**src/rtl/aoi22_fault_cov_engine_pkg.sv**
```systemverilog
// Shared definitions for the AOI22 stuck-at fault-coverage engine:
// net numbering, FSM states, vector-source modes, LFSR taps and the gate evaluator.
package aoi22_fsim_pkg;

  localparam logic [2:0] NET_A  = 3'd0;
  localparam logic [2:0] NET_B  = 3'd1;
  localparam logic [2:0] NET_C  = 3'd2;
  localparam logic [2:0] NET_D  = 3'd3;
  localparam logic [2:0] NET_AB = 3'd4;
  localparam logic [2:0] NET_CD = 3'd5;
  localparam logic [2:0] NET_OR = 3'd6;
  localparam logic [2:0] NET_Y  = 3'd7;

  typedef enum logic [1:0] {
    ST_IDLE,
    ST_RUN,
    ST_DRAIN,
    ST_DONE
  } state_t;

  localparam logic MODE_EXH  = 1'b0;
  localparam logic MODE_LFSR = 1'b1;

  // x^16 + x^14 + x^13 + x^11 + 1 -> state bits 15, 13, 12, 10
  localparam logic [15:0] LFSR_TAPS      = 16'hB400;
  localparam logic [15:0] LFSR_ZERO_SEED = 16'h0001;

  function automatic logic [5:0] fault_index(input logic [1:0] ch, input logic sa1,
                                             input logic [2:0] net);
    return {ch, sa1, net};
  endfunction

  function automatic logic [15:0] lfsr_step(input logic [15:0] s);
    return {s[14:0], ^(s & LFSR_TAPS)};
  endfunction

  // Y of one AOI22 copy; when flt is set, net fnet is forced to fval.
  function automatic logic aoi22_eval(input logic [3:0] abcd, input logic flt,
                                      input logic [2:0] fnet, input logic fval);
    logic a, b, c, d, ab, cd, orv;
    a   = (flt && fnet == NET_A)  ? fval : abcd[3];
    b   = (flt && fnet == NET_B)  ? fval : abcd[2];
    c   = (flt && fnet == NET_C)  ? fval : abcd[1];
    d   = (flt && fnet == NET_D)  ? fval : abcd[0];
    ab  = (flt && fnet == NET_AB) ? fval : (a & b);
    cd  = (flt && fnet == NET_CD) ? fval : (c & d);
    orv = (flt && fnet == NET_OR) ? fval : (ab | cd);
    return (flt && fnet == NET_Y) ? fval : ~orv;
  endfunction

endpackage

```
**src/rtl/aoi22_fault_cov_engine_slice.sv**
```systemverilog
// One AOI22 channel: fault-free Y plus the detect flag of each of the 16
// single stuck-at copies, all evaluated combinationally from one vector.
module aoi22_fault_slice
  import aoi22_fsim_pkg::*;
(
  input  logic [3:0] abcd,
  output logic       y,
  output logic [7:0] det_sa0,
  output logic [7:0] det_sa1
);

  always_comb begin
    y       = aoi22_eval(abcd, 1'b0, NET_A, 1'b0);
    det_sa0 = '0;
    det_sa1 = '0;
    for (int unsigned n = 0; n < 8; n++) begin
      det_sa0[n] = aoi22_eval(abcd, 1'b1, 3'(n), 1'b0) ^ y;
      det_sa1[n] = aoi22_eval(abcd, 1'b1, 3'(n), 1'b1) ^ y;
    end
  end

endmodule

```
**src/rtl/aoi22_fault_cov_engine.sv**
```systemverilog
// Parallel stuck-at coverage engine: vector generator, run FSM, sticky
// coverage, first-detect index per fault and a registered readback port.
module aoi22_fault_cov_engine
  import aoi22_fsim_pkg::*;
#(
  parameter int unsigned NUM_CH = 1,
  parameter int unsigned IDX_W  = 8
) (
  input  logic                  CLK,
  input  logic                  RST,
  input  logic                  START,
  input  logic                  MODE,
  input  logic [IDX_W-1:0]      VEC_COUNT,
  input  logic [15:0]           SEED,
  output logic                  BUSY,
  output logic                  DONE,
  output logic [4*NUM_CH-1:0]   PATTERN,
  output logic [8*NUM_CH-1:0]   DETECT_SA0,
  output logic [8*NUM_CH-1:0]   DETECT_SA1,
  output logic [8*NUM_CH-1:0]   COV_SA0,
  output logic [8*NUM_CH-1:0]   COV_SA1,
  output logic [6:0]            COV_COUNT,
  input  logic [5:0]            RD_SEL,
  output logic [IDX_W-1:0]      RD_IDX,
  output logic                  RD_HIT
);

  localparam int unsigned PW = 4 * NUM_CH;
  localparam int unsigned DW = 8 * NUM_CH;
  localparam int unsigned NF = 16 * NUM_CH;

  state_t            state;
  logic              mode_q;
  logic              zero_run;
  logic [IDX_W-1:0]  count_q;
  logic [IDX_W-1:0]  idx;
  logic [15:0]       lfsr;
  logic [15:0]       lfsr_nxt;
  logic [15:0]       seed_eff;
  logic [IDX_W-1:0]  first_idx [64];

  logic [NUM_CH-1:0] y_good;
  logic [DW-1:0]     det0_w;
  logic [DW-1:0]     det1_w;
  logic [63:0]       hit_new;
  logic [63:0]       cov_flat;
  logic              rd_ok;

  for (genvar g = 0; g < NUM_CH; g++) begin : g_ch
    logic [7:0] s0, s1;
    aoi22_fault_slice u_slice (
      .abcd    (PATTERN[4*g +: 4]),
      .y       (y_good[g]),
      .det_sa0 (s0),
      .det_sa1 (s1)
    );
    // Y stuck at v is visible exactly when fault-free Y is ~v; gating keeps that explicit
    assign det0_w[8*g +: 8] = {s0[7] & y_good[g],  s0[6:0]};
    assign det1_w[8*g +: 8] = {s1[7] & ~y_good[g], s1[6:0]};
  end

  assign lfsr_nxt = lfsr_step(lfsr);
  assign seed_eff = (SEED == '0) ? LFSR_ZERO_SEED : SEED;
  assign rd_ok    = ({1'b0, RD_SEL} < 7'(NF));

  // Per-fault view indexed as 16c + 8t + n, matching RD_SEL.
  always_comb begin
    hit_new  = '0;
    cov_flat = '0;
    for (int unsigned c = 0; c < NUM_CH; c++) begin
      for (int unsigned n = 0; n < 8; n++) begin
        hit_new[fault_index(2'(c), 1'b0, 3'(n))]  = det0_w[8*c + n] & ~COV_SA0[8*c + n];
        hit_new[fault_index(2'(c), 1'b1, 3'(n))]  = det1_w[8*c + n] & ~COV_SA1[8*c + n];
        cov_flat[fault_index(2'(c), 1'b0, 3'(n))] = COV_SA0[8*c + n];
        cov_flat[fault_index(2'(c), 1'b1, 3'(n))] = COV_SA1[8*c + n];
      end
    end
  end

  always_comb begin
    COV_COUNT = '0;
    for (int unsigned i = 0; i < DW; i++) begin
      COV_COUNT = COV_COUNT + 7'(COV_SA0[i]) + 7'(COV_SA1[i]);
    end
  end

  always_ff @(posedge CLK) begin
    if (RST) begin
      state      <= ST_IDLE;
      BUSY       <= 1'b0;
      DONE       <= 1'b0;
      PATTERN    <= '0;
      DETECT_SA0 <= '0;
      DETECT_SA1 <= '0;
      COV_SA0    <= '0;
      COV_SA1    <= '0;
      RD_IDX     <= '0;
      RD_HIT     <= 1'b0;
      mode_q     <= MODE_EXH;
      zero_run   <= 1'b0;
      count_q    <= '0;
      idx        <= '0;
      lfsr       <= '0;
      for (int unsigned f = 0; f < 64; f++) first_idx[f] <= '0;
    end else begin
      RD_HIT <= rd_ok & cov_flat[RD_SEL];
      RD_IDX <= rd_ok ? first_idx[RD_SEL] : '0;

      case (state)
        ST_IDLE: begin
          DONE <= 1'b0;
          if (START) begin
            mode_q     <= MODE;
            count_q    <= VEC_COUNT;
            idx        <= '0;
            lfsr       <= seed_eff;
            DETECT_SA0 <= '0;
            DETECT_SA1 <= '0;
            COV_SA0    <= '0;
            COV_SA1    <= '0;
            for (int unsigned f = 0; f < 64; f++) first_idx[f] <= '0;
            if (VEC_COUNT != '0) begin
              state   <= ST_RUN;
              BUSY    <= 1'b1;
              PATTERN <= (MODE == MODE_LFSR) ? seed_eff[PW-1:0] : '0;
            end else begin
              state    <= ST_DONE;
              zero_run <= 1'b1;
            end
          end
        end

        ST_RUN: begin
          DETECT_SA0 <= det0_w;
          DETECT_SA1 <= det1_w;
          COV_SA0    <= COV_SA0 | det0_w;
          COV_SA1    <= COV_SA1 | det1_w;
          for (int unsigned f = 0; f < 64; f++) begin
            if (hit_new[f]) first_idx[f] <= idx;
          end
          if (idx == count_q - 1'b1) begin
            state <= ST_DRAIN;
          end else begin
            idx     <= idx + 1'b1;
            lfsr    <= lfsr_nxt;
            PATTERN <= (mode_q == MODE_LFSR) ? lfsr_nxt[PW-1:0] : PATTERN + 1'b1;
          end
        end

        ST_DRAIN: begin
          state <= ST_DONE;
          BUSY  <= 1'b0;
          DONE  <= 1'b1;
        end

        ST_DONE: begin
          // An empty run waits one extra cycle so DONE lands two cycles after START.
          if (zero_run) begin
            zero_run <= 1'b0;
            DONE     <= 1'b1;
          end else begin
            state <= ST_IDLE;
            DONE  <= 1'b0;
          end
        end

        default: state <= ST_IDLE;
      endcase
    end
  end

endmodule

```
**config.mk**
```make
export PLATFORM = sky130hd
export DESIGN_NAME = aoi22_fault_cov_engine
export DESIGN_NICKNAME = d
export VERILOG_FILES = /design/src/rtl/aoi22_fault_cov_engine_pkg.sv /design/src/rtl/aoi22_fault_cov_engine_slice.sv /design/src/rtl/aoi22_fault_cov_engine.sv
export SDC_FILE = /design/constraint.sdc
export NUM_CORES = 1
export LEC_CHECK = 0
export ABC_AREA = 1
export ABC_CLOCK_PERIOD_IN_PS = 7800
export BUFFER_PORTS_ARGS = -buffer_cell sky130_fd_sc_hd__buf_2
export CORE_AREA = 4 4 172 174
export CTS_BUF_LIST = sky130_fd_sc_hd__clkbuf_16
export CTS_CLUSTER_SIZE = 40
export DETAILED_ROUTE_END_ITERATION = 10
export DIE_AREA = 0 0 176 178
export SLEW_MARGIN = 30
export SYNTH_ARGS = -nofsm -noshare
export SYNTH_HDL_FRONTEND = slang
export SYNTH_SLANG_ARGS = --single-unit
```
**constraint.sdc**
```tcl
create_clock -name CLK -period 7.8 [get_ports CLK]
set_input_delay 0.78 -clock CLK [delete_from_list [all_inputs] [get_ports CLK]]
set_output_delay 0.78 -clock CLK [all_outputs]
set_load 0.01 [all_outputs]
```
==> flow_metrics.env <==
export IMPL_htreeDepth=1
export IMPL_grt_max_degree=76
export IMPL_grt_overflow=0
export IMPL_yosysTopAreaCell="edfxtp_1"
export IMPL_slew_headroom_pct=35.4
export IMPL_yosysMostFrequentCell="nor2_1"
export IMPL_cap_violations=0
export IMPL_ys_top_cells_by_area="edfxtp_1 37%, dfxtp_1 17%, nor2_1 10%, o21ai_0 6.6%, nand2_1 6.4%"
export IMPL_finalHoldViolations=0
export IMPL_final_setup_worst_slack_ns=3.11
export IMPL_firstDrtPassIters=5
export IMPL_powerDensity_nw_per_um2=299
export IMPL_die_area_sq_um=31300
export IMPL_yosysUniqueCellTypes=35
export IMPL_max_freq_mhz=213
export IMPL_grt_pass1_wl_mm=42.5
export IMPL_dp_hpwl_mm=18.3
export IMPL_maxSlewViolCount=0
export IMPL_synth_area_per_cell_sq_um=8.56
export IMPL_die_w_um=176
export IMPL_min_delay_start="DETECT_SA1[0]"
export IMPL_cts_inserted_buffers=23
export IMPL_crit_start="COV_SA0[0]"
export IMPL_cts_tree="yes"
export IMPL_peakVddDrop_uv=162
export IMPL_setup_viol=0
export IMPL_io_pins=88
export IMPL_wl_per_cell_um=17.1
export IMPL_drive_above_1_share_pct=11.5
export IMPL_port_buffers=85
export IMPL_ctsResizeCount=0
export IMPL_post_cts_buffers=0
export IMPL_synth_edf_count=120
export IMPL_start_util_pct=35.0
export IMPL_crit_fanout=3
export IMPL_cts_sinks=203
export IMPL_seq_area_frac_synth_pct=54.2
export IMPL_outcome="completed"
export IMPL_worstMarginPinSlew_ns=0.965
export IMPL_grt_antenna_before_repair=0
export IMPL_drt_total_wl_mm=27.0
export IMPL_arrival_ns=3.91
export IMPL_root_buffer="clkbuf_16"
export IMPL_grt_pass1_vias=7544
export IMPL_rows=61
export IMPL_insertedDiodeCount=0
export IMPL_ctsLongestPathBuffers=3
export IMPL_setup_tns_ns=0
export IMPL_area_growth_pct=13.4
export IMPL_route_vias_total=7908
export IMPL_ant_nets=0
export IMPL_synth_warnings=0
export IMPL_syn_area_sq_um=9720
export IMPL_p_leak_nw=4.41
export IMPL_cp_start_kind="flop"
export IMPL_coreArea_sq_um=27800
export IMPL_worstSkewPairLatency_ns=0.51
export IMPL_endpoint_kind="output pin"
export IMPL_die_h_um=178
export IMPL_period_needed_ns=4.69
export IMPL_ctsHoldBuffers=0
export IMPL_drtIter0Drc=656
export IMPL_yosys_top_cells_count="262 x nor2_1, 165 x nand2_1, 129 x o21ai_0, 120 x edfxtp_1, 89 x inv_1"
export IMPL_min_period_over_period_pct=60.1
export IMPL_syn_inst=1135
export IMPL_clk_pin_slew_ns=0.06
export IMPL_dpl_cell_count=1536
export IMPL_skew_ns=0.0167
export IMPL_nets=1241
export IMPL_min_path_type="flop to flop"
export IMPL_async_reset_ff_share_pct=0
export IMPL_synth_top_flop_cell="edfxtp_1"
export IMPL_synth_top_area_share_pct=37.1
export IMPL_via_per_inst=5.01
export IMPL_place_gp_congestion=0.848
export IMPL_pre_cts_ws_ns=3.63
export IMPL_stdcell_count=1578
export IMPL_rsz0062_at_grt="no"
export IMPL_reg2reg_from="state[1]"
export IMPL_drcViolationCount=0
export IMPL_cp_data_required_time_ns=7.02
export IMPL_critical_path_class="flop to output pin"
export IMPL_ys_seq_elements=203
export IMPL_track_usage_pct=17.1
## power by group
group          leakage (nW)  total, mW  switching, mW  internal (mW)
registers              1.97       1.48          0.101           1.38
logic                  2.08      0.849          0.587          0.262
clock network         0.356      0.969          0.431          0.538
## logic make-up (layout without fill, tap and decap cells)
group           after synthesis  after routing  share of synthesized area [%]
flops                       203            203                           54.2
fa+ha+maj                    24             24                           3.86
buf+inv                     167            231                           7.13
other cells                   1              2                         0.0386
xor+xnor                     11             11                          0.991
compound gates              231            231                           13.3
simple gates                498            498                           20.5
## layer usage
layer / vias to the layer above / track usage, % / routed length, um
li1: 3876 / - / -
met1: 3742 / 23.9 / 12200
met2: 247 / 28.2 / 12700
met3: 43 / 2.35 / 1460
met4: 0 / 4.29 / 600
met5: - / 0 / 0
## stage by stage
step	instance area, sq um	hold slack, ns	total power [mW]	util [%]
floorplan	9720	0.441	2.10	-
global placement	10300	0.457	2.34	37.2
detailed placement	10300	0.467	2.35	37.2
CTS	11000	0.476	3.32	39.6
global route	11000	0.489	3.51	39.6
finish	11000	0.472	3.30	39.6
## worst max-delay path: stages, from the launching register on
cell and delay (ns):
dfxtp_1 0.34, inv_1 0.09, fa_1 0.57, fa_1 0.45, fa_1 0.48, fa_1 0.49, inv_1 0.05, ha_1 0.21
fa_1 0.41, xor2_1 0.17, buf_2 0.14
## registers in the layout (all words and copies together), names as in the netlist
register,cells
BUSY,1
COV_SA0,8
COV_SA1,8
DETECT_SA0,3
DETECT_SA1,5
DONE,1
PATTERN,4
RD_HIT,1
RD_IDX,8
count_q,8
first_idx,128
idx,8
lfsr,16
mode_q,1
state,2
zero_run,1
## final timing paths
check / depth (start not counted) / slack, ns / to
worst max-delay path: 10 / 3.11 / COV_COUNT[2]
worst min-delay path: 2 / 0.47 / DETECT_SA1[0]
worst max register to register: 7 / 4.78 / first_idx[9][1]
worst min register to register: 2 / 0.47 / DETECT_SA1[0]
## area by class of cell
type	instances	area, sq um
repair buffers	91	470
flip-flops and latches	203	5270
clock inverters	19	97.6
multi-input cells	766	3760
clock buffers	23	576
inverters	98	370
fillers	2866	16800
well taps	378	473
## placed cells by master, fill, tap and decap left out, drive strengths merged, types with 10 or more instances in the layout
cell type,n
a21oi,46
buf,91
clkbuf,23
clkinv,13
dfxtp,83
edfxtp,120
fa,10
ha,14
inv,103
nand2,166
nand3,52
nor2,265
o211ai,11
o21ai,133
o221ai,21
o22ai,17
No activity file was read; power rests on OpenSTA's default activity.
